===== src/rtl/df_mac_sequencer.sv =====
// df_mac_sequencer
// Time-multiplexed FIR tap scheduler. It keeps a TAPS-deep delay line of
// input samples and a coefficient register file. It runs one tap per clock
// through an external shared multiplier and accumulates the products. Each
// accepted sample produces one saturated 8-bit result.
//
// Ports:
//   clk, rst        clock, synchronous active-high reset
//   sample_in       unsigned input sample, qualified by sample_valid
//   sample_ready    high while idle; a sample is taken on valid && ready
//   cfg_we/addr/coef coefficient write port (accepted only while idle)
//   cfg_err         one-cycle pulse after a write that arrived while busy
//   mul_coef/data   operands to the external multiplier
//   mul_prod        combinational product returned by the multiplier
//   y_out/y_valid/y_sat  filter result, new-result pulse, saturation flag
//
// state | meaning
// IDLE  | waiting for a sample, coefficient writes allowed
// MAC   | one tap per cycle, idx selects tap/coef, acc sums mul_prod
// DONE  | saturate acc into y_out, pulse y_valid, return to IDLE
module df_mac_sequencer #(
    parameter int TAPS  = 4,
    parameter int IDX_W = 2
) (
    input  logic             clk,
    input  logic             rst,
    input  logic [7:0]       sample_in,
    input  logic             sample_valid,
    output logic             sample_ready,
    input  logic             cfg_we,
    input  logic [IDX_W-1:0] cfg_addr,
    input  logic [4:0]       cfg_coef,
    output logic             cfg_err,
    output logic [4:0]       mul_coef,
    output logic [7:0]       mul_data,
    input  logic [7:0]       mul_prod,
    output logic [7:0]       y_out,
    output logic             y_valid,
    output logic             y_sat
);

    localparam int ACC_W = 8 + IDX_W;

    typedef enum logic [1:0] {
        ST_IDLE = 2'd0,
        ST_MAC  = 2'd1,
        ST_DONE = 2'd2
    } state_t;

    state_t             state_q, state_d;
    logic [IDX_W-1:0]   idx_q, idx_d;
    logic [ACC_W-1:0]   acc_q, acc_d;
    logic [7:0]         tap_q  [TAPS];
    logic [7:0]         tap_d  [TAPS];
    logic [4:0]         coef_q [TAPS];
    logic [4:0]         coef_d [TAPS];
    logic [7:0]         y_out_q, y_out_d;
    logic               y_valid_q, y_valid_d;
    logic               y_sat_q, y_sat_d;
    logic               cfg_err_q, cfg_err_d;

    // Operand mux; the loop compare keeps out-of-range indices harmless
    // when TAPS is not a power of two.
    always_comb begin
        mul_coef = 5'd0;
        mul_data = 8'd0;
        if (state_q == ST_MAC) begin
            for (int k = 0; k < TAPS; k++) begin
                if (idx_q == IDX_W'(k)) begin
                    mul_coef = coef_q[k];
                    mul_data = tap_q[k];
                end
            end
        end
    end

    always_comb begin
        state_d   = state_q;
        idx_d     = idx_q;
        acc_d     = acc_q;
        tap_d     = tap_q;
        coef_d    = coef_q;
        y_out_d   = y_out_q;
        y_valid_d = 1'b0;
        y_sat_d   = y_sat_q;
        cfg_err_d = 1'b0;

        // Writes land in the same edge as a sample capture, so the pass that
        // starts on that edge already reads the new coefficient.
        if (cfg_we) begin
            if (state_q == ST_IDLE) begin
                for (int k = 0; k < TAPS; k++) begin
                    if (cfg_addr == IDX_W'(k)) begin
                        coef_d[k] = cfg_coef;
                    end
                end
            end else begin
                cfg_err_d = 1'b1;
            end
        end

        case (state_q)
            ST_IDLE: begin
                if (sample_valid) begin
                    for (int k = TAPS - 1; k > 0; k--) begin
                        tap_d[k] = tap_q[k-1];
                    end
                    tap_d[0] = sample_in;
                    acc_d    = '0;
                    idx_d    = '0;
                    state_d  = ST_MAC;
                end
            end
            ST_MAC: begin
                acc_d = acc_q + {{IDX_W{1'b0}}, mul_prod};
                if (idx_q == IDX_W'(TAPS - 1)) begin
                    state_d = ST_DONE;
                end else begin
                    idx_d = idx_q + 1'b1;
                end
            end
            ST_DONE: begin
                y_sat_d   = (acc_q > ACC_W'(255));
                y_out_d   = (acc_q > ACC_W'(255)) ? 8'hFF : acc_q[7:0];
                y_valid_d = 1'b1;
                state_d   = ST_IDLE;
            end
            default: begin
                state_d = ST_IDLE;
            end
        endcase
    end

    always_ff @(posedge clk) begin
        if (rst) begin
            state_q   <= ST_IDLE;
            idx_q     <= '0;
            acc_q     <= '0;
            y_out_q   <= 8'd0;
            y_valid_q <= 1'b0;
            y_sat_q   <= 1'b0;
            cfg_err_q <= 1'b0;
            for (int k = 0; k < TAPS; k++) begin
                tap_q[k]  <= 8'd0;
                coef_q[k] <= 5'd0;
            end
        end else begin
            state_q   <= state_d;
            idx_q     <= idx_d;
            acc_q     <= acc_d;
            y_out_q   <= y_out_d;
            y_valid_q <= y_valid_d;
            y_sat_q   <= y_sat_d;
            cfg_err_q <= cfg_err_d;
            for (int k = 0; k < TAPS; k++) begin
                tap_q[k]  <= tap_d[k];
                coef_q[k] <= coef_d[k];
            end
        end
    end

    assign sample_ready = (state_q == ST_IDLE);
    assign y_out        = y_out_q;
    assign y_valid      = y_valid_q;
    assign y_sat        = y_sat_q;
    assign cfg_err      = cfg_err_q;

endmodule


===== config.mk =====
export PLATFORM = sky130hd
export DESIGN_NAME = df_mac_sequencer
export DESIGN_NICKNAME = d
export VERILOG_FILES = /design/src/rtl/df_mac_sequencer.sv
export SDC_FILE = /design/constraint.sdc
export NUM_CORES = 1
export LEC_CHECK = 0
export BUFFER_PORTS_ARGS = -buffer_cell sky130_fd_sc_hd__buf_2
export CAP_MARGIN = 20
export CORE_AREA = 3 3 99 101
export CTS_BUF_LIST = sky130_fd_sc_hd__clkbuf_16
export CTS_CLUSTER_SIZE = 30
export DETAILED_ROUTE_END_ITERATION = 8
export DIE_AREA = 0 0 102 104
export HOLD_SLACK_MARGIN = 0.02
export SYNTH_ARGS = -nofsm -noshare
export SYNTH_HDL_FRONTEND = slang
export SYNTH_SLANG_ARGS = --single-unit

===== constraint.sdc =====
create_clock -name clk -period 2.54 [get_ports clk]
set_clock_uncertainty 0.2 [all_clocks]
set_input_delay 0.381 -clock clk [delete_from_list [all_inputs] [get_ports clk]]
set_output_delay 0.381 -clock clk [all_outputs]
set_load 0.01 [all_outputs]

==> run metrics, run 1 <==
Top delay family on crit path=flip-flops; peak supply drop=0.304 mV; Worst Path Buf+Inv=3; Fin. Hold Viols=0; Final period util=0.952; DR vias=~3200; # DRC=0; Final Routed Wirelength=approximately 8400 µm; HP Start=sample_in[6]; ys async rst share=0; Sw Share=0.259; hold path cells=3; Routed WL per cell=roughly 14 µm; Initial Utilization=0.406; Slew Limit Headroom=0.534; first-pass GRT wire length=between 10000 and 15000 µm; ANT cells=0; Port-buffer cells=a little over 50; Slew @ Worst Pin=around 0.70 ns; internal power=roughly 2.2 mW; Max Freq=roughly 0.41 GHz; Die X-Extent=slightly above 100 µm; cell area after synthesis=around 3700 µm²; row cnt=35; GPL Wtd Cong=0.785; I/O pin count=52; power after layout=around 3 mW; Worst-path clk slew=approximately 0.060 ns; clk_lat worst skew=~0.33 ns; Global Route Usage Sum=0.163; Post-DP HPWL=between 5000 and 6000 µm; GRT overflow=0; CTS Buf Count=9; Worst Setup End Kind=output pin; post-layout minimum cycle time=2.42 ns; pwr dens=around 660 nW/µm²; Vias/cell=~5.3; r2r endpoint=acc_q[6]; syn_area_per_cell=between 8 and 9 µm²; Crit-path slowest cell=dfxtp_4; Crit Path Max Fanout=13; fraction of layout cells with a size suffix above 1=0.194; Comb power frac=0.118; Seq/Total Area, Yosys=0.417; Hold Crit Class=input pin to flop; DR iter-0 viols=about 140; H-tree depth=3; Mapped Nets=488; synthesis-to-finish area growth=19.3%; final setup violating endpoints=0; Yosys reg bits=77; synth unique cells=between 40 and 50; Seq pwr share=0.436; CTS tree=done; Core ar.=9110 µm²; CTS sink count=77; arrival time at the worst endpoint=roughly 1.8 ns; WHS Endpoint=tap_q[30]; crit-path cells=inv_2 -> ha_4 -> buf_12 -> and3b_1 -> a21oi_1 -> o21ai_0 -> mux2i_1 -> nor2_1 -> buf_2; Setup CP Type=flop to output pin; Root Driver=clkbuf_16; reg2reg start=acc_q[0]; clock power share=0.446; Main synth FF type=dfxtp_1; Die Y=104 µm; Maximum Capacitance Violations=0; status=finished clean; drt first pass iters=4; r2r setup slk=between 0.3 and 0.4 ns; largest net degree at the start of global routing=44; Final #Nets=531; placed inst area=just over 4000 µm²; Sw Pwr=around 0.76 mW; Worst Path Required=~2.0 ns; Yosys warning count=0; Leakage=roughly 1.8 nW; Critical Path Max Stage Delay=0.37 ns; post-route ant nets=0; Slew Viols, Final=0; initial antenna violation count=0; path depth of the worst reg2reg path=8; CTS max path bufs=2; fin cells=607; vias in the first global route=around 3000; Startpoint Class=flop; Post-Place Cells=a little under 600; Final Cell Area=between 4000 and 5000 µm²; final setup TNS=0 ns; Cells after Synth=roughly 450; final hold slack=roughly 0.087 ns; die area=~11000 µm²; EDFF count, synth=0
registers in the layout (all words and copies together), names as in the netlist:
signal and count:
cfg_err 1, state_q 2, idx_q 2, y_sat 1, y_valid 1, y_out 8
tap_q 32, coef_q 20, acc_q 10
cells in the final DEF, fill, tap and decap left out, types with 2 or more instances in the layout:
cell type and instances:
buf_2 51, nand2_1 98, buf_4 9, a22oi_1 3
clkbuf_16 10, buf_12 2, inv_6 5, nand2b_1 3
nor2b_1 3, nor2_1 51, a21oi_1 49, nand4b_1 4
dfxtp_1 75, inv_1 6, or4_1 2, o21ai_0 15
a21oi_2 2, and3b_1 13, a31oi_1 12, nand3_1 4
o21ai_1 4, xor2_1 2, mux2i_1 34, dfxtp_4 2
ha_4 3, ha_1 9, nor3b_1 2
through the flow:
step,util,setup WS (ns)
final,0.484,0.121
after global routing,0.484,-0.00337
after CTS,0.477,0.0114
after detailed placement,0.443,0.209
after global placement,0.443,0.281
after floorplan,-,0.524
worst max path at each step:
stage / startpoint / to / slack [ns] / cells past startpoint
after CTS: idx_q[1] / mul_data[0] / 0.01 / 9
after floorplan: mul_prod[0] / acc_q[6] / 0.52 / 8
final: idx_q[1] / mul_data[7] / 0.12 / 9
after detailed placement: idx_q[0] / mul_data[1] / 0.21 / 6
after global placement: idx_q[0] / mul_data[0] / 0.28 / 6
after global routing: idx_q[0] / mul_data[7] / -0.003 / 8
synth_stat cells (2+ instances only):
library cell	number	area, µm²
or4_1	2	15.0
mux2i_1	34	340
a31oi_1	12	75.1
nand2_1	98	368
clkbuf_8	3	41.3
nand2b_1	3	18.8
inv_1	7	26.3
o21ai_0	17	85.1
nand3_1	4	20.0
buf_2	9	45.0
xor2_1	2	17.5
o21ai_1	2	10.0
and3b_1	13	114
a22oi_1	3	22.5
ha_1	12	150
dfxtp_1	77	1540
nand4b_1	4	35.0
nor2b_1	3	18.8
nor2_1	51	191
clkbuf_1	15	56.3
a21oi_1	51	255
nor3b_1	2	15.0
worst reg2reg max path, stage by stage, from the launching register on:
cell and delay, ns:
dfxtp_1 0.36, ha_1 0.19, inv_1 0.06, fa_1 0.41, nor2b_1 0.18, o31a_1 0.21, o21ai_0 0.09, o32a_1 0.19
a311oi_2 0.23
cells by family after synthesis:
| logic type | Yosys count | share of synthesized area |
|---|---|---|
| muxes | 35 | 0.0950 |
| AOI/OAI and AO/OA | 96 | 0.150 |
| and+or+nand+nor | 187 | 0.234 |
| buffers and inverters | 38 | 0.0531 |
| adders and majority gates | 13 | 0.0460 |
| xor gates and xnor gates | 2 | 0.00474 |
| DFF | 77 | 0.417 |
cell type report:
type | count | area, µm²
fill | 908 | 4700
multi-input combinational | 333 | 2010
sequential | 77 | 1550
timing repair buffer | 63 | 388
clock buffer | 9 | 225
tap | 111 | 139
clock inverter | 7 | 78.8
inverter | 7 | 26.3
power by group through the flow:
stage / sequential (mW) / clock, mW / combinational [mW]
2_1_floorplan: 1.29 / 0 / 0.240
3_5_place_dp: 1.30 / 0 / 0.330
5_1_grt: 1.28 / 1.40 / 0.388
4_1_cts: 1.27 / 1.34 / 0.332
6_report: 1.27 / 1.30 / 0.346
3_3_place_gp: 1.30 / 0 / 0.324
repair_timing:
action | 4_1_cts | 5_1_grt
hold buffers | 0 | 0
gates cloned | 0 | 1
resized for setup | 2 | 13
setup endpoints to repair | 13 | 13
setup buffers | 0 | 0
metal layers:
metal | vias up | GRT usage | part of all wire | wire (µm)
met1 | 1491 | 0.218 | 0.45 | 3810
met3 | 10 | 0.0335 | 0.054 | 460
met4 | 0 | 0.0572 | 0.012 | 102
met2 | 83 | 0.258 | 0.48 | 4080
li1 | 1615 | - | - | -
met5 | - | 0 | 0 | 0
No activity file was read; power rests on OpenSTA's default activity.
==> run 2: changes to the inputs <==
--- a/config.mk
+++ b/config.mk
@@ -12,6 +12,7 @@
 export CTS_CLUSTER_SIZE = 30
 export DETAILED_ROUTE_END_ITERATION = 8
 export DIE_AREA = 0 0 102 104
+export GPL_TIMING_DRIVEN = 0
 export HOLD_SLACK_MARGIN = 0.02
 export SYNTH_ARGS = -nofsm -noshare
 export SYNTH_HDL_FRONTEND = slang
==> run metrics, run 2 (synthesis results as in run 1) <==
Worst-path clk slew=0.07 ns (was 0.06 ns); Max Freq=0.410 GHz (was 0.413 GHz); Worst Path Required=1.96 ns (about the same); Crit-path slowest cell=dfxtp_4 (unchanged); post-route ant nets=0 (unchanged); ANT cells=0 (unchanged); power after layout=2.87 mW (was 2.92 mW); first-pass GRT wire length=15100 µm (was 14200 µm); Final period util=0.961 (was 0.952); CTS tree=done (unchanged); # DRC=0 (unchanged); Port-buffer cells=50 (was 51); Final Util=0.488 (was 0.484); Final Routed Wirelength=9000 µm (was 8440 µm); initial antenna violation count=0 (unchanged); die area=10600 µm² (unchanged); DR iter-0 viols=126 (was 139); Slew @ Worst Pin=0.662 ns (was 0.699 ns); Core ar.=9110 µm² (unchanged); Die X-Extent=102 µm (unchanged); largest register by flop count=tap_q (unchanged); synthesis-to-finish area growth=20.1% (was 19.3%); Slew Viols, Final=0 (unchanged); largest registers=tap_q x32, coef_q x20, acc_q x10 (unchanged); Routed WL per cell=14.4 µm (was 13.9 µm); H-tree depth=3 (unchanged); WP depth=9 (unchanged); drt first pass iters=4 (unchanged); fillcell total=895 (was 908); Maximum Capacitance Violations=0 (unchanged); Final Cell Area=4440 µm² (was 4410 µm²); largest net degree at the start of global routing=17 (was 44); fraction of layout cells with a size suffix above 1=0.197 (was 0.194); CTS Buf Count=9 (unchanged); arrival time at the worst endpoint=1.86 ns (was 1.84 ns); row cnt=35 (unchanged); Worst Path Buf+Inv=4 (was 3); vias in the first global route=3084 (was 3048); commonest non-fill, non-tap cells in the layout=nand2_1 (98), dfxtp_1 (75), buf_2 (56) (was nand2_1 (98), dfxtp_1 (75), nor2_1 (51), buf_2 (51), a21oi_1 (49)); Post-DP HPWL=6650 µm (was 5780 µm); Hold Crit Class=input pin to flop (unchanged); Initial Utilization=0.406 (unchanged); Vias/cell=5.14 (was 5.27); CTS sink count=77 (unchanged); Final #Nets=547 (was 531); placed inst area=4090 µm² (was 4030 µm²); I/O pin count=52 (unchanged); Fin. Hold Viols=0 (unchanged); RSZ-0062 raised after global routing=no; Worst Setup End Kind=output pin (unchanged); Setup CP Type=flop to output pin (unchanged); Crit Path Max Fanout=10 (was 13); max FFs per register=32 (unchanged); post-layout minimum cycle time=2.44 ns (was 2.42 ns); Startpoint Class=flop (unchanged); pwr dens=645 nW/µm² (was 662 nW/µm²); GPL Wtd Cong=0.809 (was 0.785); CTS max path bufs=2 (unchanged); Critical Path Max Stage Delay=0.37 ns (about the same); hold path cells=3 (unchanged); commonest non-fill, non-tap cell in the layout=nand2_1 (unchanged); Slew Limit Headroom=0.555 (was 0.534); peak supply drop=0.351 mV (was 0.304 mV); Global Route Usage Sum=0.177 (was 0.163); Leakage=1.79 nW (was 1.78 nW); Die Y=104 µm (unchanged); final setup violating endpoints=0 (unchanged); Top delay family on crit path=buffers and inverters (was flip-flops); crit-path cells=inv_2 -> ha_4 -> buf_8 -> buf_6 -> a21oi_1 -> o21ai_0 -> mux2i_1 -> nor2_1 -> buf_2 (was inv_2 -> ha_4 -> buf_12 -> and3b_1 -> a21oi_1 -> o21ai_0 -> mux2i_1 -> nor2_1 -> buf_2); clk_lat worst skew=0.33 ns (about the same); Root Driver=clkbuf_16 (unchanged); DR vias=3200 (was 3199); status=finished clean (unchanged); path depth of the worst reg2reg path=8 (unchanged); GRT overflow=0 (unchanged)
==> run 2: cell count changes in the layout (fill, tap and decap cells not counted), sizes merged <==
cell | before | now
bufinv | 1 | 0
inv | 12 | 10
clkbuf | 10 | 25
buf | 62 | 63
clkinvlp | 0 | 2
clkinv | 1 | 2
==> run 2: metrics by stage <==
stage          std cells   TNS, ns  hold WS, ns  setup WS [ns]
2_1_floorplan        448         0        0.236          0.524
3_3_place_gp         609         0        0.241         0.0351
3_5_place_dp         609  -0.00662        0.244       -0.00662
4_1_cts              623         0       0.0741        0.00466
5_1_grt              623         0       0.0907        0.00137
6_report             623         0       0.0785         0.0990
==> run 2: worst min-delay path: cells and delay by family <==
kind	cells	cell delay, ns
AO/OA/AOI/OAI	1	0.05
buffers and inverters	1	0.09
AND/OR/NAND/NOR	1	0.04
==> run 2: path summary, 6_finish.rpt <==
path | from | end | slack [ns]
setup / recovery | idx_q[1] | mul_data[3] | 0.1
hold / removal | sample_in[3] | tap_q[27] | 0.08
setup reg to reg | acc_q[0] | acc_q[6] | 0.35
hold reg to reg | y_sat | y_sat | 0.25
==> run 2: cell type report <==
cell class              count  area, µm²  area share
inverters                   7       26.3     0.00592
multi-input cells         333       1990       0.449
flip-flops and latches     77       1550       0.349
well taps                 111        139      0.0313
plain buffers              28        185      0.0417
repair buffers             51        258      0.0580
clock inverters             7       66.3      0.0149
clock buffers               9        225      0.0507
==> run 2: timing repair <==
action	CTS	global route
buffers inserted	0	1
setup endpoints to repair	13	13
endpoints found under the hold margin	0	0
hold buffers	0	0
resized for setup	20	8
==> run 2: metal layers <==
metal / GRT usage / wire length, µm / vias to the layer above
met2: 0.282 / 4210 / 49
met5: 0 / 0 / -
li1: - / - / 1656
met4: 0.0534 / 101 / 0
met3: 0.0288 / 245 / 7
met1: 0.243 / 4450 / 1488
==> run 2: report_power, final <==
group	leakage [nW]	switching (mW)	internal (mW)
logic	1.03	0.209	0.146
registers	0.626	0.0285	1.24
clock network	0.136	0.558	0.682
total	1.79	0.796	2.07
